==> src/rtl/pc_sequencer_if.sv <==
// rtl/pc_sequencer_if.sv - control-unit / instruction-memory bundle for pc_sequencer
interface pc_sequencer_if #(
  parameter int W  = 16,
  parameter int JW = 12
);
  logic          en;
  logic [2:0]    sel;
  logic [W-1:0]  alu_target;
  logic [JW-1:0] jump_field;
  logic          clear_err;
  logic [W-1:0]  pc;
  logic [W-1:0]  pc_plus_inc;
  logic [W-1:0]  next_pc;
  logic          ras_empty;
  logic          ras_full;
  logic          ras_ovf;
  logic          ras_unf;
  logic          misalign;

  modport master (
    output en, sel, alu_target, jump_field, clear_err,
    input  pc, pc_plus_inc, next_pc, ras_empty, ras_full, ras_ovf, ras_unf, misalign
  );

  modport slave (
    input  en, sel, alu_target, jump_field, clear_err,
    output pc, pc_plus_inc, next_pc, ras_empty, ras_full, ras_ovf, ras_unf, misalign
  );
endinterface

==> src/rtl/pc_sequencer.sv <==
// rtl/pc_sequencer.sv - registered PC with next-PC select and return-address stack
// Optional target alignment check enabled by defining PC_SEQ_ALIGN_CHECK_EN.
module pc_sequencer #(
  parameter int             W         = 16,
  parameter int             JW        = 12,
  parameter int             INC       = 2,
  parameter int             DEPTH     = 4,
  parameter logic [W-1:0]   RESET_VEC = '0
) (
  input logic              CLK,
  input logic              Reset_n,
  pc_sequencer_if.slave    bus
);
  localparam int CW = $clog2(DEPTH + 1);
  localparam int IW = $clog2(DEPTH);

  localparam logic [2:0] SEL_ALU  = 3'd0;
  localparam logic [2:0] SEL_JUMP = 3'd1;
  localparam logic [2:0] SEL_CALL = 3'd3;
  localparam logic [2:0] SEL_RET  = 3'd4;

  logic [W-1:0]  pc_q;
  logic [W-1:0]  ppi;
  logic [W-1:0]  jump_tgt;
  logic [W-1:0]  ras_top;
  logic [W-1:0]  raw_tgt;
  logic [W-1:0]  nxt;
  logic [W-1:0]  stack [DEPTH];
  logic [CW-1:0] count;
  logic          empty;
  logic          full;
  logic          ovf_q;
  logic          unf_q;
  logic          do_push;

  assign ppi      = pc_q + W'(INC);
  assign jump_tgt = {ppi[W-1:JW], bus.jump_field};
  assign empty    = (count == '0);
  assign full     = (count == CW'(DEPTH));
  assign ras_top  = stack[IW'(count - CW'(1))];
  assign do_push  = bus.en && (bus.sel == SEL_CALL) && !full;

  always_comb begin
    raw_tgt = ppi;
    case (bus.sel)
      SEL_ALU:            raw_tgt = bus.alu_target;
      SEL_JUMP, SEL_CALL: raw_tgt = jump_tgt;
      SEL_RET:            raw_tgt = empty ? ppi : ras_top;
      default:            raw_tgt = ppi;
    endcase
  end

`ifdef PC_SEQ_ALIGN_CHECK_EN
  localparam logic [W-1:0] ALIGN_MASK = W'(INC - 1);
  logic tgt_chk;
  logic mis_set;
  logic mis_q;

  // an empty RET falls back to the increment, which is aligned by construction
  assign tgt_chk = (bus.sel == SEL_ALU) || (bus.sel == SEL_JUMP) || (bus.sel == SEL_CALL) ||
                   ((bus.sel == SEL_RET) && !empty);
  assign mis_set = tgt_chk && (|(raw_tgt & ALIGN_MASK));
  assign nxt     = tgt_chk ? (raw_tgt & ~ALIGN_MASK) : raw_tgt;

  always_ff @(posedge CLK or negedge Reset_n) begin
    if (!Reset_n) begin
      mis_q <= 1'b0;
    end else if (bus.en && mis_set) begin
      mis_q <= 1'b1;
    end else if (bus.clear_err) begin
      mis_q <= 1'b0;
    end
  end
  assign bus.misalign = mis_q;
`else
  assign nxt          = raw_tgt;
  assign bus.misalign = 1'b0;
`endif

  always_ff @(posedge CLK or negedge Reset_n) begin
    if (!Reset_n) begin
      pc_q  <= RESET_VEC;
      count <= '0;
      ovf_q <= 1'b0;
      unf_q <= 1'b0;
    end else begin
      // a flag set on the same edge as clear_err overrides the clear
      if (bus.clear_err) begin
        ovf_q <= 1'b0;
        unf_q <= 1'b0;
      end
      if (bus.en) begin
        pc_q <= nxt;
        if (bus.sel == SEL_CALL) begin
          if (full) ovf_q <= 1'b1;
          else      count <= count + CW'(1);
        end else if (bus.sel == SEL_RET) begin
          if (empty) unf_q <= 1'b1;
          else       count <= count - CW'(1);
        end
      end
    end
  end

  // stack storage needs no reset: the count alone defines which entries are live
  always_ff @(posedge CLK) begin
    if (do_push) stack[IW'(count)] <= ppi;
  end

  assign bus.pc          = pc_q;
  assign bus.pc_plus_inc = ppi;
  assign bus.next_pc     = nxt;
  assign bus.ras_empty   = empty;
  assign bus.ras_full    = full;
  assign bus.ras_ovf     = ovf_q;
  assign bus.ras_unf     = unf_q;
endmodule
==> src/flat_wrapper.sv <==
// flat-port wrapper written by rule: the top's interface ports become plain ports
module pc_sequencer_flat 
#(
  parameter int             W         = 16,
  parameter int             JW        = 12,
  parameter int             INC       = 2,
  parameter int             DEPTH     = 4,
  parameter logic [W-1:0]   RESET_VEC = '0
)
  (CLK, Reset_n, bus_en, bus_sel, bus_alu_target, bus_jump_field, bus_clear_err, bus_pc, bus_pc_plus_inc, bus_next_pc, bus_ras_empty, bus_ras_full, bus_ras_ovf, bus_ras_unf, bus_misalign);
  pc_sequencer_if #(.W(W), .JW(JW)) bus_i ();
  input logic CLK;
  input logic Reset_n;
  input wire logic [$bits(bus_i.en)-1:0] bus_en;
  input wire logic [$bits(bus_i.sel)-1:0] bus_sel;
  input wire logic [$bits(bus_i.alu_target)-1:0] bus_alu_target;
  input wire logic [$bits(bus_i.jump_field)-1:0] bus_jump_field;
  input wire logic [$bits(bus_i.clear_err)-1:0] bus_clear_err;
  output wire logic [$bits(bus_i.pc)-1:0] bus_pc;
  output wire logic [$bits(bus_i.pc_plus_inc)-1:0] bus_pc_plus_inc;
  output wire logic [$bits(bus_i.next_pc)-1:0] bus_next_pc;
  output wire logic [$bits(bus_i.ras_empty)-1:0] bus_ras_empty;
  output wire logic [$bits(bus_i.ras_full)-1:0] bus_ras_full;
  output wire logic [$bits(bus_i.ras_ovf)-1:0] bus_ras_ovf;
  output wire logic [$bits(bus_i.ras_unf)-1:0] bus_ras_unf;
  output wire logic [$bits(bus_i.misalign)-1:0] bus_misalign;
  assign bus_i.en = bus_en;
  assign bus_i.sel = bus_sel;
  assign bus_i.alu_target = bus_alu_target;
  assign bus_i.jump_field = bus_jump_field;
  assign bus_i.clear_err = bus_clear_err;
  assign bus_pc = bus_i.pc;
  assign bus_pc_plus_inc = bus_i.pc_plus_inc;
  assign bus_next_pc = bus_i.next_pc;
  assign bus_ras_empty = bus_i.ras_empty;
  assign bus_ras_full = bus_i.ras_full;
  assign bus_ras_ovf = bus_i.ras_ovf;
  assign bus_ras_unf = bus_i.ras_unf;
  assign bus_misalign = bus_i.misalign;
  pc_sequencer #(.W(W), .JW(JW), .INC(INC), .DEPTH(DEPTH), .RESET_VEC(RESET_VEC)) u_core (.CLK(CLK), .Reset_n(Reset_n), .bus(bus_i));
endmodule
==> config.mk <==
export PLATFORM = sky130hd
export DESIGN_NAME = pc_sequencer_flat
export DESIGN_NICKNAME = d
export VERILOG_FILES = /design/src/rtl/pc_sequencer_if.sv /design/src/rtl/pc_sequencer.sv /design/src/flat_wrapper.sv
export SDC_FILE = /design/constraint.sdc
export NUM_CORES = 1
export LEC_CHECK = 0
export ABC_AREA = 1
export CAP_MARGIN = 30
export CORE_MARGIN = 2
export CORE_UTILIZATION = 57
export CTS_BUF_LIST = sky130_fd_sc_hd__clkbuf_8
export DETAILED_ROUTE_END_ITERATION = 10
export PLACE_DENSITY = 0.87
export SYNTH_ARGS = -nofsm -noshare
export SYNTH_HDL_FRONTEND = slang
export SYNTH_SLANG_ARGS = --single-unit
==> constraint.sdc <==
create_clock -name CLK -period 4.3 [get_ports CLK]
set_clock_uncertainty 0.2 [all_clocks]
set_input_delay 0.645 -clock CLK [delete_from_list [all_inputs] [get_ports CLK]]
set_output_delay 0.645 -clock CLK [all_outputs]
set_load 0.05 [all_outputs]
# After elaboration in Yosys (flattened, before gate mapping)
# Memories as Yosys holds them, arrays and structs flattened.
# Index checks and enable logic that the tools add are counted.
[op_classes]
n_reduce_logical = 8
add_sub_neg = 3
muxes = 17
n_eq_ne = 6
[ops]
columns = ["operator", "count"]
rows = [
  ["one-hot mux 16 bit (3 select lines)", 1],
  ["adder 16 x 2 -> 16 bit, second input constant", 1],
  ["2-to-1 mux 16 bit", 1],
  ["2-to-1 mux 3 bit", 4],
  ["2-to-1 mux 1 bit", 11],
  ["== test 3 bit, second input constant", 2],
  ["zero test 3 bit", 2],
  ["!= test 2 bit, second input constant", 2],
  ["AND reduction 4 bit", 1],
  ["adder 3 x 1 -> 3 bit, second input constant", 1],
  ["== test 3 x 1 -> 1 bit, second input constant", 1],
  ["== test 3 x 2 -> 1 bit, second input constant", 1],
  ["subtractor 3 x 1 -> 3 bit, second input constant", 1],
  ["logical AND 1 bit", 2],
  ["nonzero test 2 bit", 1],
  ["OR reduction 2 bit", 1],
  ["zero test 1 bit", 1],
]
[word_totals]
register_bits = 21
inputBits = 35
ramBits = 64
n_memories = 1
out_inout_bits = 53
[memory_table]
columns = ["name", "depth", "word_bits", "read_ports", "rd_ports_with_merged_regs", "write_ports", "line_no", "rtl"]
rows = [
  ["u_core.stack", 4, 16, 1, 0, 1, "pc_sequencer.sv:28", "logic [W-1:0] stack [DEPTH];"],
]

# Depth between registers and ports, before layout
[depth]
word_depth = 5
ltp_mapped = 14
ltp_nobuf = 11

# Worst setup path after synthesis
# No wires, ideal clock.
[synth_path]
path_kind = "reg2out"
startpoint = "reg u_core.pc_q[1] (netlist: u_core.bus.pc[1])"
endpoint = "out bus_next_pc[5]"
stages_incl_launch_ff = 6
path_buffers = 0
t_arrival_ns = 2.666
path_slack_ns = 0.789
path_cell_list = "dfrtp_1 -> ha_1 -> nand3_1 -> xnor2_1 -> nand2_1 -> nand2_1"
[synth_via]
elab_chain_len = 3
[synth_rtl]
columns = ["element", "line_no", "rtl"]
rows = [
  ["from (decl)", "pc_sequencer.sv:22", "logic [W-1:0] pc_q;"],
  ["from (signal assigned)", "pc_sequencer.sv:93", "pc_q <= nxt;"],
  ["adder 16 x 2 -> 16 bit (*)", "pc_sequencer.sv:36", "assign ppi = pc_q + W'(INC);"],
  ["named net bus_pc_plus_inc[5]", "flat_wrapper.sv:20", "output wire logic [$bits(bus_i.pc_plus_inc)-1:0] bus_pc_plus_inc;"],
  ["2-to-1 mux 16 bit", "pc_sequencer.sv:48", "SEL_RET: raw_tgt = empty ? ppi : ras_top;"],
  ["one-hot mux 16 bit (3 select lines) (*)", "pc_sequencer.sv:45", "case (bus.sel)"],
  ["to (decl)", "flat_wrapper.sv:21", "output wire logic [$bits(bus_i.next_pc)-1:0] bus_next_pc;"],
]
# Mark *: on every way through the listed nets, which the timed path passes. The rest lies on a longest branch.

# Worst setup path in the final report
[layout_path]
startpoint = "reg u_core.pc_q[1] (netlist: u_core.bus.pc[1])"
endpoint = "out bus_pc_plus_inc[15]"
[layout_via]
elab_chain_len = 1
[layout_rtl]
columns = ["element", "line_no"]
rows = [
  ["adder 16 x 2 -> 16 bit", "pc_sequencer.sv:36"],
  ["to (decl)", "flat_wrapper.sv:20"],
]
# Every way passes these cells.

==> flow_summary.rst <==
.. list-table::
   :header-rows: 1

   * - Metric
     - Value
   * - Tcrit/Tclk final
     - 0.853
   * - Number of violations reported at the end of detailed-routing iteration 0
     - 460
   * - Die Outline Area
     - 8310 µm²
   * - Number of top-level pins
     - 88
   * - Headroom to the max-slew limit
     - 0.494
   * - Worst Path Arrival
     - 2.82 ns
   * - Post-Syn Area per Cell
     - 8.86 µm²
   * - Most used cell, CP
     - sky130_fd_sc_hd__nand2_1
   * - Post CTS Setup Buffer Count
     - 0
   * - Total power of the final layout
     - 3.66 mW
   * - Post-synthesis sequential area ratio
     - 0.565
   * - RSZ-0062 raised after global routing
     - false
   * - Number of buffers on the longest clock path
     - 2
   * - Crit-path max FO
     - 5
   * - Finished Core Util
     - 0.772
   * - Critical Setup Path Class
     - reg2out
   * - Clock latency reported for the late side of the worst-skew pair
     - ~0.36 ns
   * - Router iterations before antenna repair
     - 6
   * - HP Class
     - reg2reg
   * - Highest attainable clock frequency
     - ~0.27 GHz
   * - Cells taking the most area after synthesis
     - sky130_fd_sc_hd__edfxtp_1, sky130_fd_sc_hd__nand2_1, sky130_fd_sc_hd__dfrtp_1
   * - First-pass GRT wire length
     - 19.2 mm
   * - DR vias
     - 3861
   * - Number of synthesized register bits
     - 85
   * - Layout Cell Area excl Fill
     - 5630 µm²
   * - Leakage power summed over all cells
     - around 2.4 nW
   * - Netlist cell types
     - 34
   * - Wire length per cell
     - 17.9 µm
   * - Horizontal die dimension
     - 91.2 µm
   * - Number of slew-limit violations in the final report
     - 0
   * - Critical Path End Type
     - output port
   * - Post-synthesis net count
     - 530
   * - Share of the synthesized area in the top cell type
     - 0.444
   * - Largest stage delay, worst path
     - 0.86 ns
   * - Count of endpoints failing hold in the final timing report
     - 0
   * - Setup TNS
     - 0 ns
   * - Global placer's final weighted congestion
     - 0.955
   * - Area growth syn-to-layout
     - 30.0%
   * - Number of nets with antenna violations after routing
     - 0
   * - CP bufs+invs
     - 1
   * - Area of the placeable core
     - 7290 µm²
   * - TritonCTS clock tree
     - done
   * - Antenna violations before repair
     - 0
   * - Outcome
     - finished, final reports clean
   * - Instance count of the mapped netlist
     - roughly 500
   * - Worst slew pin tran
     - 0.756 ns
   * - CTS H-tree depth
     - 3
   * - Vertical die dimension
     - 91.2 µm
   * - Post-synthesis cell type with the largest combined area
     - sky130_fd_sc_hd__edfxtp_1
   * - Number of buffers inserted by port buffering
     - 86
   * - Fin nets
     - 617
   * - List of cells traversed by the critical path
     - ha_1 -> nand2_1 -> nor2_2 -> nand2_1 -> o21bai_1 -> and2_1 -> clkdlybuf4s50_1
   * - Quantity of hold-fixing buffers added after cts
     - 0
   * - Slack of the worst reg-to-reg path
     - 1.67 ns
   * - CTS Root Cell
     - sky130_fd_sc_hd__clkbuf_8
   * - Clock slew at the register clock pins of the worst setup and hold paths
     - 0.09 ns
   * - Vias/cell
     - 5.68
   * - Vias in the first global route
     - 3821
   * - Global-route usage over all layers
     - 0.303
   * - Worst endpoint required time
     - 3.45 ns
   * - Count of instances resized after the clock tree is built
     - 0
   * - CP startpoint kind
     - register
   * - Total placed instance area
     - 5440 µm²
   * - Post-detailed-route DRC marker count
     - 0
   * - Max-cap viol count
     - 0
   * - Tmin final
     - 3.67 ns
   * - Total Routed Length
     - around 12 mm
   * - Largest delay share family, worst path
     - buffers and inverters
   * - DP HPWL
     - 8.42 mm
   * - Power density over cell area
     - 650 nW/µm²
   * - Maximum number of pins on one net before global-route repair
     - 36
   * - Summed instance area of the synthesized netlist
     - 4330 µm²
   * - Aggregate global routing overflow
     - 0
   * - Number of antenna cells inserted
     - 0
   * - Yosys warns
     - 0
   * - Fillcell total
     - 474
   * - Total number of clock tree sinks
     - 85
   * - Fraction of layout cells with a size suffix above 1
     - 0.108
   * - Final setup vio count
     - 0
   * - Worst VDD drop
     - 0.470 mV
   * - Number of clock buffers inserted by TritonCTS
     - 9
   * - Number of placement rows
     - 31
   * - Slowest stage cell, crit path
     - sky130_fd_sc_hd__clkdlybuf4s50_1
   * - Starting Density
     - 0.594
## cell families (layout without fill, tap and decap cells)
logic type,after synthesis,in the layout,synth area share
xor gates and xnor gates,7,7,0.0176
adders and majority gates,6,6,0.0173
and+or+nand+nor,304,304,0.303
DFF,85,85,0.565
buffers and inverters,56,148,0.0589
other,1,1,0.000865
AOI/OAI and AO/OA,30,30,0.0370
## power by group
| group | internal [mW] | switching (mW) | leakage [nW] |
|---|---|---|---|
| Combinational | 0.646 | 1.34 | 1.46 |
| Clock | 0.270 | 0.300 | 0.0899 |
| Sequential | 1.01 | 0.0951 | 0.849 |
## state kept, by name (all words and copies together) (netlist names)
name                cells
u_core.bus.pc          16
u_core.stack           64
u_core.count            3
u_core.bus.ras_unf      1
u_core.bus.ras_ovf      1
## path summary, 6_finish.rpt
path | startpoint | end | cells past startpoint
worst max-delay path | u_core.bus.pc[1] | bus_pc_plus_inc[15] | 7
worst min-delay path | u_core.bus.ras_unf | u_core.bus.ras_unf | 1
worst max register to register | u_core.count[1] | u_core.bus.pc[5] | 10
worst min register to register | u_core.bus.ras_unf | u_core.bus.ras_unf | 1
max in group asynchronous | Reset_n | u_core.bus.pc[6] | 2
min in group asynchronous | Reset_n | u_core.count[0] | 1
## per-layer routing
layer | GRT usage | vias up | routed length, µm
met2 | 0.508 | 256 | 6070
met5 | 0 | - | 0
met1 | 0.387 | 1824 | 4590
met3 | 0.0631 | 27 | 1240
li1 | - | 1754 | -
met4 | 0.122 | 0 | 281
## synth_stat cells
cell type and count:
sky130_fd_sc_hd__buf_4 6, sky130_fd_sc_hd__nand2_2 4, sky130_fd_sc_hd__conb_1 1, sky130_fd_sc_hd__nor3_1 1, sky130_fd_sc_hd__o21ai_1 1, sky130_fd_sc_hd__nand3_1 41
sky130_fd_sc_hd__nor2_2 6, sky130_fd_sc_hd__a32o_1 1, sky130_fd_sc_hd__edfxtp_1 64, sky130_fd_sc_hd__nand2_1 182, sky130_fd_sc_hd__buf_2 10, sky130_fd_sc_hd__o21a_1 1
sky130_fd_sc_hd__buf_6 1, sky130_fd_sc_hd__nand3_2 4, sky130_fd_sc_hd__clkinv_1 1, sky130_fd_sc_hd__inv_1 32, sky130_fd_sc_hd__o21bai_1 1, sky130_fd_sc_hd__clkbuf_1 1
sky130_fd_sc_hd__nor2_8 1, sky130_fd_sc_hd__nor2_1 47, sky130_fd_sc_hd__ha_1 6, sky130_fd_sc_hd__o21ai_0 23, sky130_fd_sc_hd__nand4_1 9, sky130_fd_sc_hd__inv_4 1
sky130_fd_sc_hd__nor2_4 2, sky130_fd_sc_hd__dfrtp_1 21, sky130_fd_sc_hd__a21oi_1 3, sky130_fd_sc_hd__and2_1 5, sky130_fd_sc_hd__xor2_1 4, sky130_fd_sc_hd__inv_2 4
sky130_fd_sc_hd__or2_1 1, sky130_fd_sc_hd__or2_0 1, sky130_fd_sc_hd__xor2_2 2, sky130_fd_sc_hd__xnor2_1 1
## cell type report
cell class	instances	area, µm²	share of cell area
sequential	85	2450	0.434
multi-input combinational	348	1630	0.289
timing repair buffer	94	1090	0.193
inverter	38	145	0.0258
clock buffer	9	124	0.0220
tap	99	124	0.0220
clock inverter	7	73.8	0.0131
## placed cells by master, fill, tap and decap left out, types with 2 or more instances in the layout
cell type                         netlist  layout
sky130_fd_sc_hd__a21oi_1                3       3
sky130_fd_sc_hd__and2_1                 5       5
sky130_fd_sc_hd__buf_12                 0      16
sky130_fd_sc_hd__buf_4                  6       7
sky130_fd_sc_hd__clkbuf_8               0       9
sky130_fd_sc_hd__clkdlybuf4s50_1        0      70
sky130_fd_sc_hd__clkinv_1               1       2
sky130_fd_sc_hd__clkinvlp_4             0       3
sky130_fd_sc_hd__dfrtp_1               21      21
sky130_fd_sc_hd__edfxtp_1              64      64
sky130_fd_sc_hd__ha_1                   6       6
sky130_fd_sc_hd__inv_1                 32      32
sky130_fd_sc_hd__inv_2                  4       4
sky130_fd_sc_hd__inv_6                  0       2
sky130_fd_sc_hd__nand2_1              182     182
sky130_fd_sc_hd__nand2_2                4       4
sky130_fd_sc_hd__nand3_1               41      41
sky130_fd_sc_hd__nand3_2                4       4
sky130_fd_sc_hd__nand4_1                9       9
sky130_fd_sc_hd__nor2_1                47      47
sky130_fd_sc_hd__nor2_2                 6       6
sky130_fd_sc_hd__nor2_4                 2       2
sky130_fd_sc_hd__o21ai_0               23      23
sky130_fd_sc_hd__xor2_1                 4       4
sky130_fd_sc_hd__xor2_2                 2       2
## through the flow
stage          setup slack (ns)  hold WS, ns  cells
2_1_floorplan             0.789        0.149    489
3_3_place_gp               1.02        0.280    663
3_5_place_dp              0.884        0.338    664
4_1_cts                   0.693        0.358    680
5_1_grt                   0.520        0.375    680
6_report                  0.631        0.366    680
Note: power is estimated with default switching activity, not from simulation.
==> RTL edit 1: new RTL, config.mk and constraints unchanged <==
The option `PC_SEQ_ALIGN_CHECK_EN` is turned on by a define.
--- a/src/rtl/pc_sequencer.sv
+++ b/src/rtl/pc_sequencer.sv
@@ -1,5 +1,7 @@
 // rtl/pc_sequencer.sv - registered PC with next-PC select and return-address stack
 // Optional target alignment check enabled by defining PC_SEQ_ALIGN_CHECK_EN.
+`define PC_SEQ_ALIGN_CHECK_EN
+
 module pc_sequencer #(
   parameter int             W         = 16,
   parameter int             JW        = 12,
Function: changed (a bounded check fails within 4 cycles, from zero or initial values and one cycle with Reset_n low).
==> RTL edit 1 against the original RTL <==
Sequential cell count up 1. Area after synthesis up 3.8%. Design area up 1.9%. Clock power down 9.3%. Non-clock buffer count up 2. Hold slack worse by 77 ps. Synthesized cell count up 3.5%. Count of clock-buffer cells in the layout unchanged. Total power down 1.1%. Worst setup slack worse by 48 ps. Wire length down 1.3%.
==> RTL edit 1: results (changes against the original RTL) <==
Parameter                              Value

Global routing
  Largest net degree at the start of global routing ... 37 (was 36)
  Number of global-route vias before repair ... 3811 (was 3821)
  Global-route track usage on met2 ... 0.4813 (was 0.5080)
  Overall routing resource usage ... 0.2921 (was 0.3033)
  Routing usage on met3 ... 0.04475 (was 0.06307)
  Met1 track demand over resource ... 0.3913 (was 0.3866)
  Wire length of the first global-routing pass ... 19220 µm (was 19240 µm)

Timing
  Post-Route Hold Slack ... 288.4 ps (was 365.8 ps)
  Max-slew headroom at the worst pin ... 0.5580 (was 0.4943)

Final layout
  Diodes inserted ... 0 (unchanged)
  Number of nets in the layout ... 637 (was 617)
  Layout cell share with drive strength beyond 1 ... 0.1065 (was 0.1084)

Synth
  Top cells by area in the synthesized netlist ... edfxtp_1 (43%), nand2_1 (15%), dfrtp_1 (12%), nand3_1 (5.0%), inv_1 (4.1%) (was edfxtp_1 (44%), nand2_1 (16%), dfrtp_1 (12%), nand3_1 (4.7%), nor2_1 (4.1%))
  Fraction of registers with async set/reset ... 0.2558 (was 0.2471)
  Sequential area share after synthesis ... 0.5498 (was 0.5648)
  Net count after synthesis ... 547 (was 530)
  Library cells used by synthesis ... 32 (was 34)

Setup path
  R2r worst-path depth ... 11 (was 10)
  Maximum fanout along the worst path ... 7 (was 5)
  Critical R2R Capture ... u_core.bus.pc[1]$_DFFE_PN0P_ (was u_core.bus.pc[5]$_DFFE_PN0P_)
  Critical path arrival ... 2870 ps (was 2820 ps)

Worst hold path
  Min-Delay Path Depth ... 2 (was 1)
  Beginning of the worst hold path ... u_core.bus.misalign$_DFFE_PN0P_ (was u_core.bus.ras_unf$_DFF_PN0_)
  Hold Crit Endpoint ... u_core.bus.misalign$_DFFE_PN0P_ (was u_core.bus.ras_unf$_DFF_PN0_)

Place
  HPWL reported at the end of detailed placement ... 8745 µm (was 8420 µm)
  Count of input and output buffers ... 87 (was 86)
  Weighted congestion reported at the end of routability-driven placement ... 0.8764 (was 0.9552)

Routing
  Detailed-route vias per instance ... 5.549 (was 5.678)
  Detailed Routing Iterations Pass 1 ... 5 (was 6)
  Drt total wl ... 12010 µm (was 12170 µm)
  Drt initial violations ... 296 (was 460)

Power and ir drop
  Pint ... 1.872 mW (was 1.928 mW)
  Leakage power figure ... 2.464 nW (was 2.397 nW)
  Maximum vdd drop ... 0.3778 mV (was 0.4705 mV)

CTS
  Clock Tree Root ... clkbuf_8 (unchanged)

Outcome
  Outcome ... complete, no violations (unchanged)
==> RTL edit 1: cell count changes after synthesis, sizes merged, moves of 2 or more <==
cell,change
inv,+14
nor2,-7
nand3,+6
nand2,+4
o21ai,-4
and2,+3
buf,-3
a21oi,+2
clkbuf,+2
nand3b,+2
nand4,-2
o21a,+2
xor2,-2
==> RTL edit 1: routing by layer <==
metal / wire length, µm / up-vias / share of wire
met1: 4824 / 1859 / 0.40
met3: 1064 / 20 / 0.089
met5: 0 / - / 0
li1: - / 1811 / -
met4: 244 / 0 / 0.020
met2: 5877 / 211 / 0.49
==> RTL edit 1: final cells by class <==
type	instances	share of cell area
Tap cell	102	0.02223
Inverter	51	0.03334
Clock inverter	7	0.008499
Sequential cell	86	0.4306
Timing Repair Buffer	96	0.1887
Multi-Input combinational cell	352	0.2951
Clock buffer	9	0.02157
==> RTL edit 1: stage by stage <==
stage	instances	instance area [µm²]	worst slack, ps	util
6_report	703	5742	583.4	0.7469
5_1_grt	703	5742	469.3	0.7469
4_1_cts	703	5742	587.5	0.7469
3_5_place_dp	687	5569	736.3	0.7244
3_3_place_gp	686	5554	771.6	0.7225
2_1_floorplan	506	4497	757.4	-
==> RTL edit 1: logic make-up (layout without fill, tap and decap cells) <==
family	after synthesis	in the layout	synth area share
xor gates and xnor gates	6	6	0.01169
AOI/OAI and AO/OA	32	32	0.04201
DFF	86	86	0.5498
adders and majority gates	6	6	0.01669
buffers and inverters	68	163	0.07346
and+or+nand+nor	308	308	0.3063
==> RTL edit 1: critical path, stage by stage (launching register included) <==
cell and delay, ps:
dfrtp_1 510, ha_1 290, nand3_2 140, nor2_4 200, nand3_1 110, nand2_1 100
and2_1 300, clkdlybuf4s50_1 860
==> RTL edit 1: power by group through the flow <==
stage	registers, mW	clock network (mW)	logic (mW)
2_1_floorplan	1.26	0	1.16
3_3_place_gp	1.12	0	1.91
3_5_place_dp	1.13	0	1.96
4_1_cts	1.11	0.519	1.98
5_1_grt	1.13	0.548	2.12
6_report	1.12	0.517	1.99
==> RTL edit 1: worst max path at each step <==
stage | startpoint | slack (ps) | endpoint
final | u_core.bus.pc[1]$_DFFE_PN0P_ | 580 | bus_pc_plus_inc[13]
after global routing | u_core.bus.pc[1]$_DFFE_PN0P_ | 470 | bus_pc_plus_inc[13]
after floorplan | u_core.bus.pc[1]$_DFFE_PN0P_ | 760 | bus_next_pc[5]
after global placement | bus_sel[0] | 770 | bus_next_pc[0]
after CTS | u_core.bus.pc[1]$_DFFE_PN0P_ | 590 | bus_pc_plus_inc[13]
after detailed placement | bus_sel[0] | 740 | bus_next_pc[0]
==> RTL edit 2: new RTL, config.mk and constraints unchanged <==
Made on the original files. `JW` is set to 12 in 3 places; all go to 14.
--- a/src/rtl/pc_sequencer_if.sv
+++ b/src/rtl/pc_sequencer_if.sv
@@ -1,7 +1,7 @@
 // rtl/pc_sequencer_if.sv - control-unit / instruction-memory bundle for pc_sequencer
 interface pc_sequencer_if #(
   parameter int W  = 16,
-  parameter int JW = 12
+  parameter int JW = 14
 );
   logic          en;
   logic [2:0]    sel;
--- a/src/rtl/pc_sequencer.sv
+++ b/src/rtl/pc_sequencer.sv
@@ -2,7 +2,7 @@
 // Optional target alignment check enabled by defining PC_SEQ_ALIGN_CHECK_EN.
 module pc_sequencer #(
   parameter int             W         = 16,
-  parameter int             JW        = 12,
+  parameter int             JW        = 14,
   parameter int             INC       = 2,
   parameter int             DEPTH     = 4,
   parameter logic [W-1:0]   RESET_VEC = '0
--- a/src/flat_wrapper.sv
+++ b/src/flat_wrapper.sv
@@ -2,7 +2,7 @@
 module pc_sequencer_flat 
 #(
   parameter int             W         = 16,
-  parameter int             JW        = 12,
+  parameter int             JW        = 14,
   parameter int             INC       = 2,
   parameter int             DEPTH     = 4,
   parameter logic [W-1:0]   RESET_VEC = '0
Ports: changed (resized bus_jump_field); port bits go from 88 to 90. No check against the original RTL was run, so the function may have changed too.
==> RTL edit 2 against the original RTL <==
Sequential cell count did not move. First-iteration DRC count fell by 28%. Total power rose by 0.31%. Synthesized cell count rose by 4.3%. Via count rose by 1.8%. Register-to-register slack improved by 60 ps. Wire length rose by 1.9%. Design area rose by 2.4%. Global-route usage fell by 0.52 points. Area after synthesis rose by 3.7%. Worst setup slack improved by 150 ps. Critical endpoint unchanged. Largest power group unchanged.
==> RTL edit 2: results (changes against the original RTL) <==
Parameter                              Value

Outcome
  Outcome ... complete, no violations (unchanged)

Setup path
  Critical path arrival ... 2680 ps (was 2820 ps)
  Critical-path cell with the highest stage delay ... clkdlybuf4s50_1 (unchanged)
  Maximum fanout along the worst path ... 6 (was 5)
  Critical R2R Capture ... u_core.bus.pc[15]$_DFFE_PN0P_ (was u_core.bus.pc[5]$_DFFE_PN0P_)
  Register-to-register setup slack ... 1730 ps (was 1670 ps)
  R2r worst-path depth ... 10 (unchanged)
  Maximum single-stage delay on the critical path ... 820 ps (was 860 ps)
  RR Startpoint ... u_core.count[0]$_DFFE_PN0P_ (was u_core.count[1]$_DFFE_PN0P_)
  Critical Path Source ... u_core.bus.pc[1]$_DFFE_PN0P_ (unchanged)

Routing
  Drt initial violations ... 329 (was 460)
  Post-DR wirelength/cell ... 17.62 µm (was 17.90 µm)
  Detailed Routing Iterations Pass 1 ... 5 (was 6)
  Detailed-route vias per instance ... 5.581 (was 5.678)

Synth
  Count of flip-flops with a built-in enable after synthesis ... 64 (unchanged)
  Sequential area share after synthesis ... 0.5448 (was 0.5648)
  Net count after synthesis ... 553 (was 530)
  Total number of yosys warnings ... 0 (unchanged)
  Leading post-synthesis cells by instance count ... nand2_1 (182), edfxtp_1 (64), nor2_1 (51) (was nand2_1 (182), edfxtp_1 (64), nor2_1 (47))
  Top cells by area in the synthesized netlist ... edfxtp_1 (43%), nand2_1 (15%), dfrtp_1 (12%), nor2_1 (4.3%), nand3_1 (4.2%) (was edfxtp_1 (44%), nand2_1 (16%), dfrtp_1 (12%), nand3_1 (4.7%), nor2_1 (4.1%))
  Library cells used by synthesis ... 35 (was 34)
  Fraction of registers with async set/reset ... 0.2471 (unchanged)

CTS
  Resized Gates After CTS ... 0 (unchanged)
  Buffer count from post-CTS setup fixing ... 0 (unchanged)
  Reg clk slew, reported paths ... 90 ps (about the same)
  Clock Tree Root ... clkbuf_8 (unchanged)

Place
  Weighted congestion reported at the end of routability-driven placement ... 0.9048 (was 0.9552)
  Post-placement worst setup slack ... 859.9 ps (was 884.4 ps)
  Count of input and output buffers ... 88 (was 86)
  HPWL reported at the end of detailed placement ... 8696 µm (was 8420 µm)

Timing
  Max-slew headroom at the worst pin ... 0.3314 (was 0.4943)
  Shortest period the worst path allows ... 3522 ps (was 3669 ps)

Final layout
  Count of fill cells added during filler insertion ... 519 (was 474)
  Number of nets in the layout ... 640 (was 617)
  Largest register FFs ... 64 (unchanged)
  Layout cell share with drive strength beyond 1 ... 0.1279 (was 0.1084)
  Register with the most flip-flops ... u_core.stack (unchanged)

Power and ir drop
  Leakage power figure ... 2.481 nW (was 2.397 nW)
  Maximum vdd drop ... 0.4686 mV (was 0.4705 mV)

Global routing
  Number of global-route vias before repair ... 3859 (was 3821)
  Wire length of the first global-routing pass ... 19600 µm (was 19240 µm)
  Overall routing resource usage ... 0.2981 (was 0.3033)
  Largest net degree at the start of global routing ... 37 (was 36)

Worst hold path
  Beginning of the worst hold path ... u_core.bus.ras_ovf$_DFF_PN0_ (was u_core.bus.ras_unf$_DFF_PN0_)
  Path type of the worst min-delay path ... reg2reg (unchanged)
## RTL edit 2: cell types whose count changed after synthesis, moves of 4 or more
cell / delta
inv_1: +14
nand3_2: +5
nand4_2: +4
nor2_1: +4
## RTL edit 2: area by class of cell
class / count / area, µm² / area share
flip-flops and latches: 85 / 2447 / 0.4242
multi-input cells: 354 / 1722 / 0.2984
repair buffers: 95 / 1081 / 0.1874
inverters: 52 / 195.2 / 0.03383
well taps: 102 / 127.6 / 0.02212
clock buffers: 9 / 123.9 / 0.02147
clock inverters: 7 / 72.57 / 0.01258
## RTL edit 2: metrics by stage
stage               power, mW  area [µm²]  std cells
finish                  3.670        5769        704
global route            3.831        5769        704
CTS                     3.643        5769        704
detailed placement      3.072        5573        688
global placement        3.036        5573        688
floorplan               2.379        4492        510
## RTL edit 2: how the worst min path moves through the flow
stage,cells after the start,endpoint,slack [ps]
final,2,u_core.bus.ras_ovf$_DFF_PN0_,310
after global routing,2,u_core.bus.ras_ovf$_DFF_PN0_,360
after CTS,2,u_core.bus.ras_ovf$_DFF_PN0_,310
after detailed placement,2,u_core.bus.ras_ovf$_DFF_PN0_,290
after global placement,2,u_core.bus.ras_ovf$_DFF_PN0_,280
after floorplan,0,u_core.bus.pc[0]$_DFFE_PN0P_,150
## RTL edit 2: logic make-up after synthesis
| kind of cell | Yosys count | share of synthesized area |
|---|---|---|
| DFF | 85 | 0.5448 |
| and+or+nand+nor | 312 | 0.3139 |
| xor gates and xnor gates | 7 | 0.01532 |
| buffers and inverters | 71 | 0.07186 |
| adders and majority gates | 6 | 0.01671 |
| AOI/OAI and AO/OA | 28 | 0.03649 |
| other | 1 | 0.0008349 |
## RTL edit 2: report_power, final
group	internal [mW]	switching, mW
clock	0.271	0.301
sequential	1.01	0.0976
combinational	0.635	1.36
total	1.91	1.76
## RTL edit 2: per-layer routing
metal | track usage | vias to the layer above | wire length (µm)
met2 | 0.4891 | 222 | 6066
met5 | 0 | - | 0
met3 | 0.05045 | 41 | 1037
met4 | 0.1176 | 0 | 344
li1 | - | 1808 | -
met1 | 0.3975 | 1858 | 4952
## RTL edit 2: worst register-to-register path: cells and delay by family (launching register included)
family / cells / cell delay (ps)
DFF: 1 / 400
buffers and inverters: 2 / 730
AOI/OAI and AO/OA: 2 / 280
and+or+nand+nor: 5 / 510
adders and majority gates: 1 / 360
